===== src/rtl/cla_pipe_adder.sv =====
// -----------------------------------------------------------------------------
// cla_pipe_adder
//
// Two-stage pipelined carry-lookahead adder/subtractor with valid/ready
// handshakes on both sides.
//
//   Stage 1 : forms B' (B or ~B) and c0, then per-group generate/propagate.
//             Registers A, B', c0, group gout/pout and v1.
//   Stage 2 : resolves group carries from gout/pout, expands the in-group
//             carries, and registers sum, cout, ovf, zero and v2.
//
// Parameters
//   WIDTH : operand/result width (multiple of GRP, minimum 4)
//   GRP   : bits per lookahead group (2, 4 or 8)
//
// Ports
//   clk        : clock, all state on rising edge
//   reset      : synchronous, active-high
//   in_valid   : operand bundle present
//   in_ready   : bundle accepted this cycle (when in_valid and not reset)
//   a, b       : operands
//   cin        : carry-in for add (ignored for subtract)
//   sub        : 0 = A + B + cin, 1 = A - B
//   out_valid  : result bundle valid
//   out_ready  : consumer takes the result this cycle
//   sum        : result
//   cout       : carry out of the MSB (subtract: 1 = no borrow)
//   ovf        : two's-complement overflow
//   zero       : sum is all zeros
// -----------------------------------------------------------------------------
module cla_pipe_adder #(
   parameter int WIDTH = 32,
   parameter int GRP   = 4
) (
   input  logic             clk,
   input  logic             reset,
   input  logic             in_valid,
   output logic             in_ready,
   input  logic [WIDTH-1:0] a,
   input  logic [WIDTH-1:0] b,
   input  logic             cin,
   input  logic             sub,
   output logic             out_valid,
   input  logic             out_ready,
   output logic [WIDTH-1:0] sum,
   output logic             cout,
   output logic             ovf,
   output logic             zero
);

   localparam int NGRP = WIDTH / GRP;

   // ---------------------------------------------------------------------
   // Handshake / advance control
   // ---------------------------------------------------------------------
   logic adv1, adv2, accept;
   logic v1_reg, v2_reg;

   assign adv2     = ~v2_reg | out_ready;
   assign adv1     = ~v1_reg | adv2;
   // in_ready is forced high during reset, but nothing is taken that cycle.
   assign in_ready = reset | adv1;
   assign accept   = in_valid & adv1 & ~reset;

   // ---------------------------------------------------------------------
   // Stage 1 combinational: operand conditioning and group gen/prop
   // ---------------------------------------------------------------------
   logic [WIDTH-1:0] bp_next, g1, p1;
   logic             c0_next;
   logic [NGRP-1:0]  ggen_next, gprop_next;

   assign bp_next = sub ? ~b : b;
   // Subtract forces the carry-in to 1 (two's complement of B).
   assign c0_next = sub | cin;
   assign g1      = a & bp_next;
   assign p1      = a ^ bp_next;

   for (genvar gi = 0; gi < NGRP; gi++) begin : g_s1grp
      logic [GRP-1:0] gg, pp;
      logic           gen_grp, prop_grp;

      assign gg = g1[gi*GRP +: GRP];
      assign pp = p1[gi*GRP +: GRP];

      // gout = OR_i (g[i] & p[i+1..GRP-1]); built LSB-up so each later
      // bit's propagate masks everything generated below it.
      always_comb begin
         gen_grp  = 1'b0;
         prop_grp = 1'b1;
         for (int i = 0; i < GRP; i++) begin
            gen_grp  = gg[i] | (pp[i] & gen_grp);
            prop_grp = prop_grp & pp[i];
         end
      end

      assign ggen_next[gi]  = gen_grp;
      assign gprop_next[gi] = prop_grp;
   end

   // ---------------------------------------------------------------------
   // Stage 1 registers
   // ---------------------------------------------------------------------
   logic [WIDTH-1:0] a_reg, bp_reg;
   logic             c0_reg;
   logic [NGRP-1:0]  ggen_reg, gprop_reg;

   always_ff @(posedge clk) begin
      if (reset) begin
         v1_reg    <= 1'b0;
         a_reg     <= '0;
         bp_reg    <= '0;
         c0_reg    <= 1'b0;
         ggen_reg  <= '0;
         gprop_reg <= '0;
      end else begin
         if (adv1) begin
            v1_reg <= accept;
         end
         if (accept) begin
            a_reg     <= a;
            bp_reg    <= bp_next;
            c0_reg    <= c0_next;
            ggen_reg  <= ggen_next;
            gprop_reg <= gprop_next;
         end
      end
   end

   // ---------------------------------------------------------------------
   // Stage 2 combinational: group carries, in-group carries, flags
   // ---------------------------------------------------------------------
   logic [NGRP:0]    gc;        // gc[k] = carry into group k
   logic [WIDTH-1:0] p2, sum_next;
   logic             c_msb;     // carry into bit WIDTH-1
   logic             ovf_next, zero_next;

   assign p2 = a_reg ^ bp_reg;

   // Group carries come only from the registered gout/pout and the previous
   // group carry, so no bit-level ripple crosses a group boundary.
   always_comb begin
      gc[0] = c0_reg;
      for (int k = 0; k < NGRP; k++) begin
         gc[k+1] = ggen_reg[k] | (gprop_reg[k] & gc[k]);
      end
   end

   for (genvar gi = 0; gi < NGRP; gi++) begin : g_s2grp
      logic [GRP-1:0] c;   // carry into each bit of this group

      always_comb begin
         c[0] = gc[gi];
         for (int i = 1; i < GRP; i++) begin
            c[i] = (a_reg[gi*GRP+i-1] & bp_reg[gi*GRP+i-1])
                 | (p2[gi*GRP+i-1] & c[i-1]);
         end
      end

      assign sum_next[gi*GRP +: GRP] = p2[gi*GRP +: GRP] ^ c;

      if (gi == NGRP-1) begin : g_msb
         assign c_msb = c[GRP-1];
      end
   end

   assign ovf_next  = c_msb ^ gc[NGRP];
   assign zero_next = ~|sum_next;

   // ---------------------------------------------------------------------
   // Stage 2 registers
   // ---------------------------------------------------------------------
   logic [WIDTH-1:0] sum_reg;
   logic             cout_reg, ovf_reg, zero_reg;

   always_ff @(posedge clk) begin
      if (reset) begin
         v2_reg   <= 1'b0;
         sum_reg  <= '0;
         cout_reg <= 1'b0;
         ovf_reg  <= 1'b0;
         zero_reg <= 1'b0;
      end else if (adv2) begin
         v2_reg <= v1_reg;
         // Data only loads on a real transfer; a bubble leaves it untouched.
         if (v1_reg) begin
            sum_reg  <= sum_next;
            cout_reg <= gc[NGRP];
            ovf_reg  <= ovf_next;
            zero_reg <= zero_next;
         end
      end
   end

   assign out_valid = v2_reg;
   assign sum       = sum_reg;
   assign cout      = cout_reg;
   assign ovf       = ovf_reg;
   assign zero      = zero_reg;

endmodule


===== config.mk =====
export PLATFORM = sky130hd
export DESIGN_NAME = cla_pipe_adder
export DESIGN_NICKNAME = d
export VERILOG_FILES = /design/src/rtl/cla_pipe_adder.sv
export SDC_FILE = /design/constraint.sdc
export NUM_CORES = 1
export LEC_CHECK = 0
export BUFFER_PORTS_ARGS = -buffer_cell sky130_fd_sc_hd__buf_2
export CAP_MARGIN = 25
export CORE_UTILIZATION = 54
export DETAILED_ROUTE_END_ITERATION = 10
export PLACE_DENSITY = 0.79
export SYNTH_ARGS = -nofsm -noshare
export SYNTH_HDL_FRONTEND = slang
export SYNTH_SLANG_ARGS = --single-unit
export TNS_END_PERCENT = 100

===== constraint.sdc =====
create_clock -name clk -period 4.85 [get_ports clk]
set_input_delay 0.97 -clock clk [delete_from_list [all_inputs] [get_ports clk]]
set_output_delay 0.97 -clock clk [all_outputs]
set_load 0.02 [all_outputs]

==> impl_metrics.toml, run 1 <==
[clock_network]
cts.sinks = 118
clkLatencyLatePin_ns = 0.52
cts.path.max_buffers = 2
cts_htree_levels = 4
clk_pin_slew_ns = 0.06
postCtsSetupBuffers = 0
cts_resized = 0
cts-hold-fix-buffers = 0
cts_tree = "yes"
cts_buffers = 17
cts-root-buf = "clkbuf_8"

[routing]
drtAntennaViolNets = 0
dr_total_vias = 5022
vias_per_cell = 5.45
post_drt_wl_per_cell_um = 15.2
finalWirelength_mm = 14.0
drt-initial-drc-count = 324
dr.pass1.iters = 7
drc = 0

[grt]
grt_pass1_vias = 5127
grt_pass1_wl_mm = 23.7
grt_overflow = 0
grt_max_degree = 99
track_usage = 0.271
antenna_found_initial = 0

[status]
status = "completed"

[timing]
timing.slew.headroom = 0.352
worstMarginPinSlew_ns = 0.971
grt_setup_unrepaired = "false"
min_period_over_period = 0.715
layout_min_cycle_time_ns = 3.47
setup_violations = 0
drv_slew = 0
tns_ns = 0
fin_skew_ns = 0.0117
hold_violations = 0
final_critical_path_setup_slack_ns = 1.38
fmax_ghz = 0.289

[power]
p_per_area_nw_per_um2 = 373
finalPower_w = 0.00258
ir_drop_uv = 244
p_leak_nw = 3.08

[yosys]
avgSynthCellArea_um2 = 8.41
ys_async_sr_fraction = 0
synthDistinctLibCells = 34
netlist_instances = 688
ys_warn_count = 0
syn_nets = 814
ys_seq_area_frac = 0.408
synth_seq_cells = 118
yosysTopAreaCell = "dfxtp_1"
syn-cell-area_um2 = 5790
synth_top_flop_cell = "dfxtp_1"
synth_enable_flop_cells = 0
synthTopCellsByArea = "dfxtp_1, nand2_1, a21oi_1, fa_1, ha_1"
synth_top_area_frac = 0.408

[finish]
postLayoutCellArea_um2 = 6900
nets = 902
diodes = 0
layout-drive-gt1-share = 0.183
area_delta_synth_final_pct = 19.3
fin_cells = 922

[critical_path]
critPathTopFamily = "adder cells"
cp_slowest_cell = "fa_1"
path_class = "reg2reg"
rr_startpoint = "ggen_reg[0]$_SDFFE_PP0P_"
r2r_setup_slack_ns = 1.38
cp_max_fo = 3
startpoint = "ggen_reg[0]$_SDFFE_PP0P_"
setup.worst_path.start_class = "flop"
critical_path.cell_chain = "a211o_1 > a2111oi_4 > nor2_1 > o21ai_1 > nand2b_1 > fa_1 > fa_1 > fa_1 > nor4_1 > nand2_1 > nor4_1 > nand4_1 > o21ai_1"
cpMostUsedCell = "fa_1"
critPathCapture = "zero$_SDFFE_PP0P_"
crit_buf_inv = 0
crit_cells = 13
cp.arrival_ns = 3.91
cp.required_ns = 5.30
r2r_cells = 13
setup.worst_path.end_class = "flop"
cpPeakStageDelay_ns = 0.49
reg2reg_to = "zero$_SDFFE_PP0P_"

[place]
dp.final_hpwl_mm = 10.0
numPortBuffers = 106
gp_congestion = 0.900
dp.cells = 893
postPlaceCellArea_um2 = 6400
place_ws_ns = 1.39

[floorplan]
die_area_um2 = 11100
core_um2 = 10400
fp.dieH_um = 106
rows = 37
initial_core_util = 0.558
die_w_um = 106
io_pins = 107

[min_path]
min_path_cells = 2
hold_path_class = "reg2reg"

[flow_run]
maxCapViolations = 0
## final cells by class
cell class,instances,area (µm²)
Fill cell,854,3470
Multi-Input combinational cell,524,3260
Sequential cell,118,2360
Timing Repair Buffer,111,591
Clock buffer,24,480
Tap cell,136,170
Clock inverter,5,25.0
Inverter,4,15.0
## kinds of logic (layout without fill, tap and decap cells)
kind of cell / Yosys count / after routing / share of synthesized area
simple gates: 273 / 273 / 0.192
flops: 118 / 118 / 0.408
fa+ha+maj: 56 / 56 / 0.152
compound gates: 147 / 147 / 0.144
buf+inv: 46 / 144 / 0.0307
xor+xnor: 48 / 48 / 0.0727
## power breakdown
group	switching [W]	internal [W]	total, W
Sequential	0.0000469	0.00103	0.00108
Clock	0.000408	0.000667	0.00108
Combinational	0.000253	0.000169	0.000422
Total	0.000708	0.00187	0.00258
## how the worst min path moves through the flow
stage,endpoint,slack [ns],from
6_report,sum[14]$_SDFFE_PP0P_,0.45,sum[14]$_SDFFE_PP0P_
3_3_place_gp,sum[5]$_SDFFE_PP0P_,0.44,sum[5]$_SDFFE_PP0P_
3_5_place_dp,sum[14]$_SDFFE_PP0P_,0.45,sum[14]$_SDFFE_PP0P_
4_1_cts,sum[14]$_SDFFE_PP0P_,0.45,sum[14]$_SDFFE_PP0P_
5_1_grt,sum[14]$_SDFFE_PP0P_,0.47,sum[14]$_SDFFE_PP0P_
2_1_floorplan,a_reg[24]$_SDFFE_PP0P_,0.44,a_reg[24]$_SDFFE_PP0P_
## synthesized netlist by cell type, drive strengths merged, types with 2 or more instances
cell type / n
o21a: 2
buf: 9
nand3b: 2
nand2b: 3
xor2: 38
nand4: 10
clkbuf: 33
dfxtp: 118
nor2b: 8
nor2: 53
a21o: 6
nor3: 3
nand3: 2
nor4: 6
ha: 32
a211oi: 10
fa: 24
inv: 4
o21ai: 12
xnor2: 10
nand2: 183
a21oi: 112
## tightest hold or removal path, stage by stage, from the launching register on
cell	delay [ns]
dfxtp_1	0.30
nand2_1	0.05
a21oi_1	0.05
## placed cells by master (no fill, tap or decap), types with 2 or more instances in the layout
| master | instances |
|---|---|
| fa_1 | 24 |
| buf_4 | 5 |
| o21ai_1 | 3 |
| o21a_1 | 2 |
| nor2b_1 | 8 |
| dfxtp_1 | 118 |
| xnor2_1 | 10 |
| xor2_1 | 38 |
| clkbuf_16 | 16 |
| a211oi_1 | 10 |
| nand3_1 | 2 |
| nor4_1 | 6 |
| clkbuf_1 | 3 |
| a21oi_1 | 111 |
| clkbuf_8 | 5 |
| nand2b_1 | 3 |
| nand4_1 | 10 |
| a21o_1 | 5 |
| inv_1 | 4 |
| nor3_1 | 3 |
| ha_1 | 32 |
| nor2_1 | 53 |
| nand2_1 | 182 |
| o21ai_0 | 8 |
| nand3b_1 | 2 |
| buf_2 | 105 |
| clkinv_2 | 5 |
## per-stage QoR
stage	hold slack (ns)	utilization
final	0.452	0.666
after global routing	0.474	0.666
after CTS	0.454	0.666
after detailed placement	0.447	0.617
after global placement	0.442	0.614
after floorplan	0.436	-
## metal layers
metal,up-vias,track usage,part of all wire
met5,-,0,0
met4,0,0.103,0.017
met3,23,0.0563,0.055
met2,172,0.458,0.49
met1,2368,0.340,0.44
li1,2459,-,-
No activity file was read; power rests on OpenSTA's default activity.
==> run 2, diff against run 1 <==
Settings changed: ABC_AREA set to 1.
Clock period 4.85 ns to 3.55 ns, I/O delays scaled along.
==> run 2 against run 1 <==
  * Final cell count grew 3.3%
  * Combinational power grew 52%
  * Critical path type unchanged
  * Highest routed layer unchanged
  * Critical endpoint unchanged
  * Sequential share of layout area is 0.62 points lower
  * Routed wire length grew 1.9%
  * Setup slack worse by 1.1 ns
==> impl_metrics.toml, run 2 <==
[yosys]
ys_warn_count = 0
synth_top_flop_cell = "dfxtp_1"
synth_common_cells = "nor2_1, dfxtp_1, o21ai_0"
ys_seq_area_frac = 0.406
synthTopCellsByArea = "dfxtp_1, nor2_1, fa_1, o21ai_0, ha_1"
yosysMostFrequentCell = "nor2_1"
yosysTopAreaCell = "dfxtp_1"
avgSynthCellArea_um2 = 8.22
synthDistinctLibCells = 27
synth_seq_cells = 118
netlist_instances = 707
syn-cell-area_um2 = 5810
syn_nets = 833
synth_enable_flop_cells = 0
ys_async_sr_fraction = 0
synth_top_area_frac = 0.406

[critical_path]
critPathTopFamily = "simple AND/OR/NAND/NOR gates"
setup.worst_path.start_class = "flop"
setup.worst_path.end_class = "flop"
crit_buf_inv = 1
cpMostUsedCell = "nand2_2"
cpPeakStageDelay_ns = 0.44
critical_path.cell_chain = "nand2_1 > nand2_2 > nand2_2 > nand2_2 > nand2_2 > nand2_2 > nand2_2 > nand2_2 > nand2_2 > nand2_2 > nand2_1 > nand2_1 > nand2_1 > nand2_2 > fa_1 > fa_1 > fa_1 > inv_1 > nand3_1 > nor4b_1 > nand3_1 > a21oi_1"
cp_slowest_cell = "fa_1"
cp.arrival_ns = 3.67
r2r_cells = 22
cp_max_fo = 3
path_class = "reg2reg"
cp.required_ns = 4.00
crit_cells = 22

[finish]
final_util = 0.678
fin_cells = 952
diodes = 0
final_common_cell = "nor2_1"
layout_common_cells = "nor2_1, dfxtp_1, buf_2"
area_delta_synth_final_pct = 20.9
nets = 929
layout-drive-gt1-share = 0.196

[min_path]
hold_path_class = "in2reg"
min_path_cells = 3

[clock_network]
cts.sinks = 118
postCtsSetupBuffers = 0
cts.path.max_buffers = 2
clkLatencyLatePin_ns = 0.52
clk_pin_slew_ns = 0.06
cts_resized = 0
cts_buffers = 17
cts_tree = "yes"
cts-hold-fix-buffers = 0
cts-root-buf = "clkbuf_8"
cts_htree_levels = 4

[routing]
drc = 0
met1_length_mm = 6.37
dr.pass1.iters = 5
dr_wl_met2_mm = 6.90
dr_total_vias = 5071
wl_met3_um = 776
top_layer = "met4"
finalWirelength_mm = 14.3
post_drt_wl_per_cell_um = 15.0
drtAntennaViolNets = 0
vias_per_cell = 5.33
drt-initial-drc-count = 252

[timing]
grt_setup_unrepaired = "false"
layout_min_cycle_time_ns = 3.22
timing.slew.headroom = 0.562
tns_ns = 0
worstMarginPinSlew_ns = 0.657
fin_skew_ns = 0.00700
drv_slew = 0
setup_violations = 0
hold_violations = 0
min_period_over_period = 0.906
fmax_ghz = 0.311

[grt]
grt_max_degree = 72
grt_pass1_wl_mm = 23.3
antenna_found_initial = 0
track_usage = 0.267
grt_pass1_vias = 4951
grt_overflow = 0

[floorplan]
die_w_um = 106
die_area_um2 = 11200
io_pins = 107
rows = 37
initial_core_util = 0.561
fp.dieH_um = 106
core_um2 = 10400

[power]
ir_drop_uv = 270
p_leak_nw = 3.30
p_per_area_nw_per_um2 = 545

[place]
gp_congestion = 0.853
dp.final_hpwl_mm = 10.1
numPortBuffers = 106
dp.cells = 920

[status]
status = "completed"

[flow_run]
maxCapViolations = 0
-- run 2: cell types whose count changed in the layout (fill, tap and decap cells not counted), sizes merged, moves of 11 or more --
cell,change
nand2,-104
nor2,+78
o21ai,+73
a21oi,-50
inv,+47
nand3,+11
-- run 2: path summary, 6_finish.rpt --
check	endpoint	slack, ns	from
max	zero$_SDFFE_PP0P_	0.33	c0_reg$_SDFFE_PP0P_
min	a_reg[23]$_SDFFE_PP0P_	0.44	a[23]
max reg2reg	zero$_SDFFE_PP0P_	0.33	c0_reg$_SDFFE_PP0P_
min reg2reg	gprop_reg[0]$_SDFFE_PP0P_	0.47	gprop_reg[0]$_SDFFE_PP0P_
-- run 2: through the flow --
stage	total power, W	worst slack (ns)	hold WS [ns]	cell area (µm²)
final	0.00383	0.333	0.441	7030
after global routing	0.00399	0.0328	0.441	7030
after CTS	0.00384	0.324	0.425	7030
after detailed placement	0.00215	0.361	0.461	6440
after global placement	0.00213	0.439	0.457	6440
after floorplan	0.00194	0.626	0.445	5810
-- run 2: power breakdown --
group | total, W | internal (W) | switching (W) | leakage (nW)
registers | 0.00149 | 0.00143 | 0.0000676 | 0.975
logic | 0.000643 | 0.000249 | 0.000394 | 2.05
clock network | 0.00169 | 0.00108 | 0.000608 | 0.269
total | 0.00383 | 0.00276 | 0.00107 | 3.30
-- run 2: logic make-up (layout without fill, tap and decap cells) --
family | Yosys count | after routing | share of synthesized area
buffers and inverters | 90 | 199 | 0.0607
AND/OR/NAND/NOR | 238 | 238 | 0.170
XOR/XNOR | 48 | 48 | 0.0723
flip-flops | 118 | 118 | 0.406
AO/OA/AOI/OAI | 157 | 157 | 0.140
adder cells (fa/ha/maj) | 56 | 56 | 0.151
-- run 2: cell type report --
cell class,instances,area (µm²)
fill,825,3340
multi-input combinational,499,3100
sequential,118,2360
timing repair buffer,116,618
clock buffer,20,435
inverter,51,191
tap,136,170
clock inverter,12,154
-- run 2: per-layer routing --
layer  vias to the layer above  track usage
met5                         -            0
li1                       2486            -
met1                      2376        0.332
met4                         0        0.119
met3                        21       0.0550
met2                       188        0.447
-- run 2: worst reg2reg max path, stage by stage (launching register included) --
cell and delay (ns):
dfxtp_1 0.33, nand2_1 0.08, nand2_2 0.07, nand2_2 0.06, nand2_2 0.06, nand2_2 0.06, nand2_2 0.06, nand2_2 0.06
nand2_2 0.06, nand2_2 0.06, nand2_2 0.06, nand2_1 0.06, nand2_1 0.08, nand2_1 0.09, nand2_2 0.07, fa_1 0.38
fa_1 0.38, fa_1 0.44, inv_1 0.08, nand3_1 0.08, nor4b_1 0.28, nand3_1 0.10, a21oi_1 0.14
